<file path="config.mk">
export PLATFORM = sky130hd
export DESIGN_NAME = turf_acknack_merge
export DESIGN_NICKNAME = d
export VERILOG_FILES = /design/src/rtl/turf_ethernet_pkg.sv /design/src/rtl/turf_rr_arb2.sv /design/src/rtl/turf_acknack_merge.sv
export SDC_FILE = /design/constraint.sdc
export NUM_CORES = 1
export LEC_CHECK = 0
export ABC_AREA = 1
export BUFFER_PORTS_ARGS = -buffer_cell sky130_fd_sc_hd__buf_2
export CORE_UTILIZATION = 35
export CTS_CLUSTER_SIZE = 12
export DETAILED_ROUTE_END_ITERATION = 16
export PLACE_DENSITY = 0.58
export SLEW_MARGIN = 20
export SYNTH_ARGS = -nofsm -noshare
export SYNTH_HDL_FRONTEND = slang
export SYNTH_SLANG_ARGS = --single-unit
</file>
<file path="constraint.sdc">
create_clock -name aclk -period 3.15 [get_ports aclk]
set_clock_uncertainty 0.1 [all_clocks]
set_input_delay 0.1575 -clock aclk [delete_from_list [all_inputs] [get_ports aclk]]
set_output_delay 0.1575 -clock aclk [all_outputs]
set_load 0.01 [all_outputs]
</file>
<file path="src/rtl/turf_ethernet_pkg.sv">
// Shared field layout and grant encoding for the TURF ack/nack path.
//   ALLOW_BIT  : bit position of the allow/ack flag in a 16-bit beat
//   ADDR_BITS  : width of the address field at the bottom of a beat
//   grant_e    : round-robin grant encoding (ACK=0, NACK=1)
//   merge_beat : builds a merged output beat from a source flag and input data
package turf_ethernet_pkg;

  localparam int unsigned ALLOW_BIT = 15;
  localparam int unsigned ADDR_BITS = 12;
  localparam int unsigned BEAT_BITS = 16;

  typedef enum logic {
    GRANT_ACK  = 1'b0,
    GRANT_NACK = 1'b1
  } grant_e;

  // Input bit 15 is discarded; the source port alone decides ack vs nack.
  function automatic logic [BEAT_BITS-1:0] merge_beat(input logic                 is_ack,
                                                      input logic [BEAT_BITS-1:0] in_data);
    logic [BEAT_BITS-1:0] beat;
    beat                 = '0;
    beat[ADDR_BITS-1:0]  = in_data[ADDR_BITS-1:0];
    beat[ALLOW_BIT]      = is_ack;
    return beat;
  endfunction

endpackage

</file>
<file path="src/rtl/turf_rr_arb2.sv">
// Two-input round-robin arbiter with a registered last-grant bit.
//   clk, rst     : clock and asynchronous active-high reset
//   en_i         : grants may be issued this cycle (downstream can load)
//   req_ack_i    : ack input has a beat
//   req_nack_i   : nack input has a beat
//   gnt_ack_o    : ack input is granted (doubles as its ready)
//   gnt_nack_o   : nack input is granted (doubles as its ready)
module turf_rr_arb2
  import turf_ethernet_pkg::*;
(
  input  logic clk,
  input  logic rst,
  input  logic en_i,
  input  logic req_ack_i,
  input  logic req_nack_i,
  output logic gnt_ack_o,
  output logic gnt_nack_o
);

  grant_e last_grant_q, last_grant_d;

  always_ff @(posedge clk or posedge rst) begin
    if (rst) begin
      last_grant_q <= GRANT_ACK;
    end else begin
      last_grant_q <= last_grant_d;
    end
  end

  // A grant is only issued to a requesting input while enabled, so every
  // grant is a completed handshake and may update last_grant directly.
  always_comb begin
    gnt_ack_o    = 1'b0;
    gnt_nack_o   = 1'b0;
    last_grant_d = last_grant_q;
    if (en_i) begin
      if (req_ack_i && req_nack_i) begin
        if (last_grant_q == GRANT_ACK) gnt_nack_o = 1'b1;
        else                           gnt_ack_o  = 1'b1;
      end else if (req_ack_i) begin
        gnt_ack_o = 1'b1;
      end else if (req_nack_i) begin
        gnt_nack_o = 1'b1;
      end
    end
    if (gnt_ack_o)       last_grant_d = GRANT_ACK;
    else if (gnt_nack_o) last_grant_d = GRANT_NACK;
  end

endmodule

</file>
<file path="src/rtl/turf_acknack_merge.sv">
// Merges the ack and nack AXI-Stream ports into one registered stream and
// counts forwarded acks/nacks.
//   aclk, areset          : clock, asynchronous active-high reset
//   clear_i               : synchronous clear of both counters
//   s_ack_*               : ack input stream (tdata[11:0] addr)
//   s_nack_*              : nack input stream (tdata[11:0] addr)
//   m_acknack_*           : merged output; tdata[15]=1 ack / 0 nack
//   ack_count_o           : acks delivered on the output
//   nack_count_o          : nacks delivered on the output
module turf_acknack_merge
  import turf_ethernet_pkg::*;
#(
  parameter int unsigned COUNT_BITS = 16
) (
  input  logic                  aclk,
  input  logic                  areset,
  input  logic                  clear_i,
  input  logic                  s_ack_tvalid,
  output logic                  s_ack_tready,
  input  logic [BEAT_BITS-1:0]  s_ack_tdata,
  input  logic                  s_nack_tvalid,
  output logic                  s_nack_tready,
  input  logic [BEAT_BITS-1:0]  s_nack_tdata,
  output logic                  m_acknack_tvalid,
  input  logic                  m_acknack_tready,
  output logic [BEAT_BITS-1:0]  m_acknack_tdata,
  output logic [COUNT_BITS-1:0] ack_count_o,
  output logic [COUNT_BITS-1:0] nack_count_o
);

  logic                  valid_q, valid_d;
  logic [BEAT_BITS-1:0]  data_q, data_d;
  logic [COUNT_BITS-1:0] ack_cnt_q, ack_cnt_d;
  logic [COUNT_BITS-1:0] nack_cnt_q, nack_cnt_d;
  logic                  load;
  logic                  arb_en;
  logic                  out_hs;

  assign load   = !valid_q || m_acknack_tready;
  // Readies must stay low while reset is held even though the empty output
  // register would otherwise permit a load.
  assign arb_en = load && !areset;
  assign out_hs = valid_q && m_acknack_tready;

  turf_rr_arb2 u_arb (
    .clk        (aclk),
    .rst        (areset),
    .en_i       (arb_en),
    .req_ack_i  (s_ack_tvalid),
    .req_nack_i (s_nack_tvalid),
    .gnt_ack_o  (s_ack_tready),
    .gnt_nack_o (s_nack_tready)
  );

  always_comb begin
    valid_d    = valid_q;
    data_d     = data_q;
    ack_cnt_d  = ack_cnt_q;
    nack_cnt_d = nack_cnt_q;
    if (load) begin
      valid_d = s_ack_tready || s_nack_tready;
      if (s_ack_tready)       data_d = merge_beat(1'b1, s_ack_tdata);
      else if (s_nack_tready) data_d = merge_beat(1'b0, s_nack_tdata);
    end
    if (clear_i) begin
      ack_cnt_d  = '0;
      nack_cnt_d = '0;
    end else if (out_hs) begin
      if (data_q[ALLOW_BIT]) ack_cnt_d  = ack_cnt_q + 1'b1;
      else                   nack_cnt_d = nack_cnt_q + 1'b1;
    end
  end

  always_ff @(posedge aclk or posedge areset) begin
    if (areset) begin
      valid_q    <= 1'b0;
      data_q     <= '0;
      ack_cnt_q  <= '0;
      nack_cnt_q <= '0;
    end else begin
      valid_q    <= valid_d;
      data_q     <= data_d;
      ack_cnt_q  <= ack_cnt_d;
      nack_cnt_q <= nack_cnt_d;
    end
  end

  assign m_acknack_tvalid = valid_q;
  assign m_acknack_tdata  = data_q;
  assign ack_count_o      = ack_cnt_q;
  assign nack_count_o     = nack_cnt_q;

endmodule

</file>
==> run summary <==
PLACEMENT
--------------------------------------------------------------------------------
Dpl cells                                                                    549
Buffers added on ports                                                        77
Gp weighted congestion                                                     0.775
Area after detailed placement                                         3080 sq um
Post-placement setup slack                                               1410 ps
Detailed placement HPWL                                                  4440 um

GLOBAL ROUTE
--------------------------------------------------------------------------------
Layer with the highest usage after global routing                           met2
Global routing usage on met3                                               4.66%
Total overflow reported by the global router                                   0
Met1 layer usage reported by global route                                  22.3%
Pin count of the biggest net entering global routing                          48
First-pass GRT wire length                                             10,600 um
Number of antenna violations at the first check in global routing              0
Tot GR Track Use                                                           16.9%
GR Util met2                                                               28.0%
Vias in the first global route                                             2,371

CRITICAL PATH
--------------------------------------------------------------------------------
R2R cell count                                                                 9
Required time of the worst setup path                                    3250 ps
Critical path's slowest cell                                        sky130_fd_sc_hd__dlygate4sd3_1
Arrival time worst endpoint                                              1990 ps
Internal reg-to-reg setup slack                                          1420 ps
Endpoint kind of the worst setup timing path                           flip-flop
Launching element type of the critical path                         primary input
Cells along the critical path                                       dlygate4sd3_1 -> buf_2 -> inv_2 -> nand2_1 -> nand2_1 -> nor2_1 -> a21oi_1 -> nor2_1
Capturing point of the worst reg2reg path                           m_acknack_tdata[3]
Setup CP Type                                                       primary input to flip-flop
Slowest stage delay, CP                                                   540 ps
Critical R2R Launch                                                 m_acknack_tvalid
Largest fanout on the critical path                                           33

CELLS AND AREA
--------------------------------------------------------------------------------
Share of cells above drive strength 1                                      21.7%
Number of antenna cells inserted                                               0
Number of nets in the final layout                                           499
Syn-to-layout area delta                                                   21.9%
Final Non-Filler Cells                                                       559
Area of all placed cells without fillers                              3200 sq um

DETAILED ROUTING
--------------------------------------------------------------------------------
Remaining design rule violation count                                          0
Mean number of vias per cell                                                4.57
Antenna Nets Post-Route                                                        0
Number of DRC markers after the initial detailed-route iteration              70
Wire per inst                                                            10.8 um
Number of vias in the routed layout                                        2,554
DRT Wirelength                                                           6050 um
First-pass iteration count of the detailed router                              5

SYNTHESIS
--------------------------------------------------------------------------------
Post-synthesis instance area                                          2630 sq um
Async SR Flop Fraction                                                      100%
Leading register cell type out of synthesis                         sky130_fd_sc_hd__dfrtp_1
Sequential area share after synthesis                                      44.8%
Most frequent cells after synthesis                                 152 x sky130_fd_sc_hd__nand2_1, 54 x sky130_fd_sc_hd__nor2_1, 47 x sky130_fd_sc_hd__dfrtp_1
Synth Register Bits                                                           47
Yosys top cell by area                                              sky130_fd_sc_hd__dfrtp_1
Synth cell types                                                              22
YS warnings                                                                    0
Most numerous cell in the Yosys netlist                             sky130_fd_sc_hd__nand2_1
Number of flops mapped to enable cells by yosys                                0
Yosys top cell area share                                                  44.8%
Top cells by area, synth                                            sky130_fd_sc_hd__dfrtp_1 45%, sky130_fd_sc_hd__nand2_1 22%, sky130_fd_sc_hd__nor2_1 7.7%, sky130_fd_sc_hd__nand3_1 4.6%, sky130_fd_sc_hd__inv_1 4.4%
Per-instance average area after synthesis                             6.91 sq um
Post-Syn Instances                                                           380

FLOORPLAN
--------------------------------------------------------------------------------
Chip height                                                              88.6 um
Number of placed I/O pins                                                     89
Core region area                                                      7250 sq um
Number of rows created at floorplan                                           31
Die Area                                                              7860 sq um
Initial Utilization                                                        36.2%
DIE WIDTH                                                                88.6 um

TIMING
--------------------------------------------------------------------------------
Final Slew Violations                                                          0
Max_slew headroom                                                          59.8%
Period Utilization, post-route                                             60.1%
Post-route worst setup slack                                             1260 ps
Worst Max-Slew Pin Slew                                                   602 ps
Unrepaired setup endpoints after global routing                            false
Setup violators final                                                          0
Final critical path time including I/O delays and setup                  1890 ps
Total count of hold-check failures in the final report                         0
Final setup TNS                                                             0 ps
Timing-limited maximum frequency                                         529 MHz

WORST HOLD PATH
--------------------------------------------------------------------------------
Instance count along the most critical hold path                               2
Class of the tightest hold or removal check                         primary input to flip-flop
Worst hold path endpoint                                            m_acknack_tvalid
Startpoint of the worst hold path                                   m_acknack_tready

RUN STATUS
--------------------------------------------------------------------------------
Result of the run                                                      completed

CTS
--------------------------------------------------------------------------------
Post-cts resize count                                                          0
CTS sink count                                                                47
Clock tree root driver cell                                         sky130_fd_sc_hd__clkbuf_8
Clock tree from TritonCTS                                                    yes
Buffers inserted during post-CTS setup optimization                            0
Worst skew pair latency                                                   300 ps
Max Root-Sink Buffers                                                          2
Clock buffer count from CTS                                                    5
Number of hold buffers added after CTS                                         2
Clock transition at path regs                                              80 ps
H-tree depth                                                                   2

POWER
--------------------------------------------------------------------------------
Power per cell area                                                  437 nW/um^2
Largest voltage drop on the vdd net                                     0.207 mV
Final total power                                                        1.40 mW
Leakage                                                                  1.71 nW

JOB
--------------------------------------------------------------------------------
Max-Cap Viols                                                                  0

report_power, final:
| part | leakage [nW] | internal, mW | total, mW | switching [mW] |
|---|---|---|---|---|
| clock | 0.0515 | 0.201 | 0.400 | 0.199 |
| sequential | 0.631 | 0.666 | 0.706 | 0.0402 |
| combinational | 1.02 | 0.107 | 0.293 | 0.185 |
| total | 1.71 | 0.974 | 1.40 | 0.425 |
registers in the layout (all words and copies together), names as in the netlist:
signal	cells
nack_count_o	16
u_arb.last_grant_q	1
m_acknack_tdata	13
m_acknack_tvalid	1
ack_count_o	16
per-stage QoR:
step,utilization (%),hold slack (ps)
floorplan,-,124
global placement,42.5,292
detailed placement,42.5,298
CTS,44.2,17.7
global route,44.2,40.8
finish,44.2,32.9
cell usage in the layout, fill, tap and decap left out, types with 7 or more instances in the layout:
cell                       Yosys  routed
sky130_fd_sc_hd__o21ai_0      12      12
sky130_fd_sc_hd__nor2_1       54      54
sky130_fd_sc_hd__nand3_1      24      24
sky130_fd_sc_hd__inv_1        31      30
sky130_fd_sc_hd__nand2_1     152     152
sky130_fd_sc_hd__nor3_1        7       7
sky130_fd_sc_hd__a21oi_1      17      17
sky130_fd_sc_hd__clkbuf_8      0       7
sky130_fd_sc_hd__buf_2         4      77
sky130_fd_sc_hd__dfrtp_1      47      47
logic make-up (layout without fill, tap and decap cells):
kind of cell	Yosys count	in the layout	synth area share, %
flip-flops	47	47	44.8
buffers and inverters	45	123	7.71
other	1	3	0.143
AND/OR/NAND/NOR	253	253	40.1
adder cells (fa/ha/maj)	2	2	0.952
AO/OA/AOI/OAI	32	32	6.29
how the worst max path moves through the flow:
| stage | start | to | slack [ps] | depth (start not counted) |
|---|---|---|---|---|
| final | clear_i | ack_count_o[12] | 1260 | 8 |
| after global routing | clear_i | ack_count_o[8] | 1060 | 9 |
| after floorplan | areset | m_acknack_tdata[0] | 940 | 7 |
| after detailed placement | m_acknack_tvalid | m_acknack_tdata[3] | 1410 | 9 |
| after global placement | m_acknack_tvalid | m_acknack_tdata[5] | 1430 | 9 |
| after CTS | clear_i | nack_count_o[15] | 1250 | 8 |
worst max-delay path: cells and delay by family:
family | cells | cell delay, ps
AND/OR/NAND/NOR | 4 | 540
buffers and inverters | 3 | 1130
AO/OA/AOI/OAI | 1 | 150
layout make-up:
type | instances | area, sq um
fill | 779 | 4050
multi-input combinational | 290 | 1260
sequential | 47 | 1180
timing repair buffer | 80 | 413
inverter | 35 | 134
tap | 99 | 124
clock buffer | 8 | 100
per-layer routing:
layer | share of wire [%] | wire (um)
met3 | 6.5 | 390
met1 | 47 | 2840
met4 | 0.63 | 38
met2 | 46 | 2780
met5 | 0 | 0
(Power assumes the default switching activity.)
